**src/rtl/uart_ctrl_pkg.sv**
```systemverilog
// uart_ctrl_pkg: shared FSM state type and grant-width helper for the UART TX arbiter
package uart_ctrl_pkg;
    typedef enum logic [1:0] {IDLE, LAUNCH, WAIT_BUSY, WAIT_DONE} tx_arb_state_t;
    function automatic int GNT_W(input int n);
        return (n > 2) ? $clog2(n) : 1;
    endfunction
endpackage

```
**src/rtl/rr_arbiter.sv**
```systemverilog
// rr_arbiter: combinational round-robin pick, searching upward from ptr+1
module rr_arbiter
    import uart_ctrl_pkg::*;
#(
    parameter int NUM_REQ = 4,
    localparam int GW = GNT_W(NUM_REQ)
) (
    input  logic [NUM_REQ-1:0] req_i,
    input  logic [GW-1:0]      ptr_i,
    output logic [NUM_REQ-1:0] gnt_o,
    output logic [GW-1:0]      idx_o,
    output logic               any_o
);
    always_comb begin
        logic found;
        logic [GW-1:0] j;
        gnt_o = '0;
        idx_o = '0;
        found = 1'b0;
        j = '0;
        for (int k = 1; k <= NUM_REQ; k++) begin
            j = GW'((int'(ptr_i) + k) % NUM_REQ);
            if (!found && req_i[j]) begin
                found = 1'b1;
                gnt_o[j] = 1'b1;
                idx_o = j;
            end
        end
        any_o = |req_i;
    end
endmodule

```
**src/rtl/uart_tx_arbiter.sv**
```systemverilog
// uart_tx_arbiter: round-robin sharing of one UART transmitter with launch strobe and busy-timeout tracking
module uart_tx_arbiter
    import uart_ctrl_pkg::*;
#(
    parameter int NUM_REQ = 4,
    parameter int DATA_SIZE = 8,
    parameter int BUSY_TIMEOUT = 4,
    localparam int GW = GNT_W(NUM_REQ),
    localparam int CW = $clog2(BUSY_TIMEOUT + 1)
) (
    input  logic                           CLK,
    input  logic                           RST,
    input  logic [NUM_REQ-1:0]             REQ_VALID,
    input  logic [NUM_REQ*DATA_SIZE-1:0]   REQ_DATA,
    output logic [NUM_REQ-1:0]             REQ_READY,
    output logic [DATA_SIZE-1:0]           TX_P_DATA,
    output logic                           TX_DATA_VALID,
    input  logic                           TX_BUSY,
    output logic [GW-1:0]                  GNT_ID,
    output logic                           ACTIVE,
    output logic                           TX_ERR
);
    tx_arb_state_t        state_q;
    logic [GW-1:0]        ptr_q, gnt_id_q, idx;
    logic [DATA_SIZE-1:0] data_q, sel;
    logic [CW-1:0]        cnt_q, cnt_d;
    logic [NUM_REQ-1:0]   gnt;
    logic                 dv_q, active_q, err_q, any, grant;

    rr_arbiter #(.NUM_REQ(NUM_REQ)) u_rr (
        .req_i (REQ_VALID),
        .ptr_i (ptr_q),
        .gnt_o (gnt),
        .idx_o (idx),
        .any_o (any)
    );

    always_comb begin
        grant = state_q == IDLE && !TX_BUSY && any;
        REQ_READY = grant ? gnt : '0;
        cnt_d = (cnt_q == CW'(BUSY_TIMEOUT)) ? cnt_q : cnt_q + 1'b1;
        sel = '0;
        for (int i = 0; i < NUM_REQ; i++) sel = gnt[i] ? REQ_DATA[i*DATA_SIZE +: DATA_SIZE] : sel;
        TX_P_DATA = data_q;
        TX_DATA_VALID = dv_q;
        GNT_ID = gnt_id_q;
        ACTIVE = active_q;
        TX_ERR = err_q;
    end

    always_ff @(posedge CLK) begin
        if (!RST) begin
            state_q  <= IDLE;
            ptr_q    <= GW'(NUM_REQ - 1);
            gnt_id_q <= '0;
            data_q   <= '0;
            cnt_q    <= '0;
            dv_q     <= 1'b0;
            active_q <= 1'b0;
            err_q    <= 1'b0;
        end else begin
            dv_q  <= 1'b0;
            err_q <= 1'b0;
            case (state_q)
                IDLE: if (grant) begin
                    data_q   <= sel;
                    gnt_id_q <= idx;
                    ptr_q    <= idx;
                    dv_q     <= 1'b1;
                    active_q <= 1'b1;
                    state_q  <= LAUNCH;
                end
                LAUNCH: begin
                    cnt_q   <= '0;
                    state_q <= WAIT_BUSY;
                end
                WAIT_BUSY: if (TX_BUSY) state_q <= WAIT_DONE;
                else begin
                    cnt_q <= cnt_d;
                    // a transmitter that never starts drops the byte
                    if (cnt_d == CW'(BUSY_TIMEOUT)) begin
                        err_q    <= 1'b1;
                        active_q <= 1'b0;
                        state_q  <= IDLE;
                    end
                end
                WAIT_DONE: if (!TX_BUSY) begin
                    active_q <= 1'b0;
                    state_q  <= IDLE;
                end
                default: state_q <= IDLE;
            endcase
        end
    end
endmodule

```
**config.mk**
```make
export PLATFORM = sky130hd
export DESIGN_NAME = uart_tx_arbiter
export DESIGN_NICKNAME = d
export VERILOG_FILES = /design/src/rtl/uart_ctrl_pkg.sv /design/src/rtl/rr_arbiter.sv /design/src/rtl/uart_tx_arbiter.sv
export SDC_FILE = /design/constraint.sdc
export NUM_CORES = 1
export LEC_CHECK = 0
export BUFFER_PORTS_ARGS = -buffer_cell sky130_fd_sc_hd__clkbuf_2
export CAP_MARGIN = 20
export CORE_MARGIN = 4
export CORE_UTILIZATION = 32
export CTS_BUF_LIST = sky130_fd_sc_hd__clkbuf_4 sky130_fd_sc_hd__clkbuf_8
export DETAILED_ROUTE_END_ITERATION = 10
export SLEW_MARGIN = 40
export SYNTH_ARGS = -nofsm -noshare
export SYNTH_HDL_FRONTEND = slang
export SYNTH_SLANG_ARGS = --single-unit
```
**constraint.sdc**
```tcl
create_clock -name CLK -period 8.1 [get_ports CLK]
set_clock_uncertainty 0.1 [all_clocks]
set_input_delay 0.405 -clock CLK [delete_from_list [all_inputs] [get_ports CLK]]
set_output_delay 0.405 -clock CLK [all_outputs]
set_load 0.02 [all_outputs]
```
==> results.yml <==
clock_tree:
  post_cts_buffers: 0
  cts_tree: "built"
  cts_root_buf: "clkbuf_8"
  cts.htree.levels: 1
  holdBufCountCts: 0
  cts_resized: 0
  cts_made_buffers: 3
  cts.sinks: 20
  clk_latency_ps: 260
  cts_buffer_depth: 2
  clk_pin_slew_ps: 70
floorplan:
  fp.dieH_um: 82.1
  start_util: 0.337
  fp.coreArea_um2: 5200
  dieWidth_um: 82.1
  ios: 56
  fp-row-count: 26
  dieArea_um2: 6730
worst_setup_path:
  crit_arrival_ps: 3830
  critical_path_required_ps: 7600
  reg2reg_depth: 7
  crit_type: "reg2out"
  crit_fanout: 19
  cp-start-kind: "flip-flop"
  end_kind: "output port"
placement:
  hpwl_um: 3710
  dpl_cell_area_um2: 2050
  portBuffers: 55
  gp_congestion: 0.857
routing:
  postRouteWirelength_um: 4790
  dr.pass1.iters: 4
  drt_iter0_drc: 55
  routedWlPerCell_um: 14.8
  vias: 1766
  final_antenna_net_count: 0
  drc: 0
  post_drt_via_cell_ratio: 5.47
yosys:
  postSynthCellCount: 209
  synth_adder_area_share: 0.107
  synth_top_cell_by_area: "dfxtp_1"
  synth.ff_latch_count: 20
  synth_xor_area_frac: 0
  synthMostInstantiatedCell: "nor2_1"
  synth_ff_type: "dfxtp_1"
  seq_area_frac_synth: 0.228
  synthSimpleGateAreaFrac: 0.205
  synth_edf_count: 0
  synth_top_area_share: 0.228
  synthTopCellsByArea: "dfxtp_1 23%, ha_1 11%, nor2_1 5.6%"
  syn-num-nets: 263
  synth_compound_area_frac: 0.314
  async_flop_share: 0
  synth_top_family_by_area: "compound AO/OA/AOI/OAI gates"
  yosysWarnings: 0
  synth_common_cells: "26 x nor2_1, 20 x dfxtp_1, 17 x nand2_1, 15 x ha_1, 11 x a221oi_1"
  syn-cell-area_um2: 1760
  synth_cell_types: 48
  avgSynthCellArea_um2: 8.40
  synth_mux_area_frac: 0.0862
sta:
  fin_crit_sh: 0.535
  worstMarginPinSlew_ps: 759
  period_minus_slack_ps: 4340
  slew_headroom: 0.494
  setup_tns_ps: 0
  finalSetupViolCount: 0
  fmax_ghz: 0.231
  slew_violations: 0
  hold_viol_final: 0
  grt_setup_unrepaired: "false"
min_path:
  holdPathStages: 2
  hold_path_class: "in2reg"
power_and_ir_drop:
  p_leak_nw: 0.888
  finalPower_mw: 0.720
  ir_worst_vdd_v: 0.000187
  cellPowerDensity_nw_per_um2: 345
grt:
  antenna_found_initial: 0
  grt-ovfl-total: 0
  grt_max_degree: 20
  grtUsageTotal: 0.147
  grt_pass1_vias: 1690
  grt_pass1_wl_um: 7970
finish:
  layout-drive-gt1-share: 0.277
  syn_to_final_growth_pct: 19.0
  antenna_cells: 0
  final_util: 0.401
  nets: 309
  final_area_um2: 2090
job:
  maxCapViolCount: 0
outcome:
  run_status: "finished clean"
-- kinds of logic after synthesis --
logic type | count (synthesis)
compound gates | 68
fa+ha+maj | 15
buf+inv | 23
flops | 20
mux | 11
simple gates | 72
-- stage by stage --
stage	std cells	hold slack (ps)	worst slack [ps]
floorplan	209	370	4670
global placement	320	386	4100
detailed placement	320	388	4040
CTS	323	300	3740
global route	323	337	3310
finish	323	308	3760
-- power by group --
group	switching [mW]	leakage (nW)	internal, mW
logic	0.285	0.702	0.198
registers	0.0387	0.164	0.132
clock network	0.0331	0.0216	0.0332
-- registers in the layout, indices dropped and copies added (netlist names) --
name / cells
ACTIVE: 1
GNT_ID: 2
TX_DATA_VALID: 1
TX_ERR: 1
TX_P_DATA: 8
cnt_q: 3
ptr_q: 2
state_q: 2
-- critical path, stage by stage (launching register included) --
cell	delay, ps
dfxtp_1	810
inv_1	310
ha_1	660
mux4_2	510
a2111oi_2	630
a221oi_2	290
nor2_1	170
clkbuf_2	190
-- layout by cell type, fill, tap and decap left out, drive strengths merged, types with 4 or more instances in the layout --
cell / instances
clkbuf: 58
nor2: 26
dfxtp: 20
nand2: 17
ha: 15
a221oi: 13
a21oi: 10
inv: 9
a2bb2oi: 8
o32ai: 8
o21ai: 8
mux2i: 5
nand2b: 5
nand4: 4
-- path summary, 6_finish.rpt --
| check | startpoint | endpoint | slack [ps] |
|---|---|---|---|
| max | ptr_q[0] | REQ_READY[3] | 3760 |
| min | RST | ptr_q[0] | 310 |
| max reg2reg | ptr_q[0] | TX_P_DATA[5] | 4060 |
| min reg2reg | cnt_q[1] | cnt_q[1] | 410 |
-- layer usage --
| layer | part of all wire | global-route usage | routed length, µm | vias to the layer above |
|---|---|---|---|---|
| met2 | 0.43 | 0.239 | 2080 | 48 |
| met4 | 0.0031 | 0.0199 | 15 | 0 |
| li1 | - | - | - | 893 |
| met3 | 0.071 | 0.0296 | 338 | 4 |
| met1 | 0.49 | 0.205 | 2360 | 821 |
| met5 | 0 | 0 | 0 | - |
-- area by class of cell --
cell class | instances | area (µm²)
multi-input cells | 166 | 1250
clock buffers | 3 | 41.3
flip-flops and latches | 20 | 400
fillers | 573 | 3120
repair buffers | 55 | 275
inverters | 9 | 33.8
well taps | 70 | 87.6
Note: power is estimated with default switching activity, not from simulation.
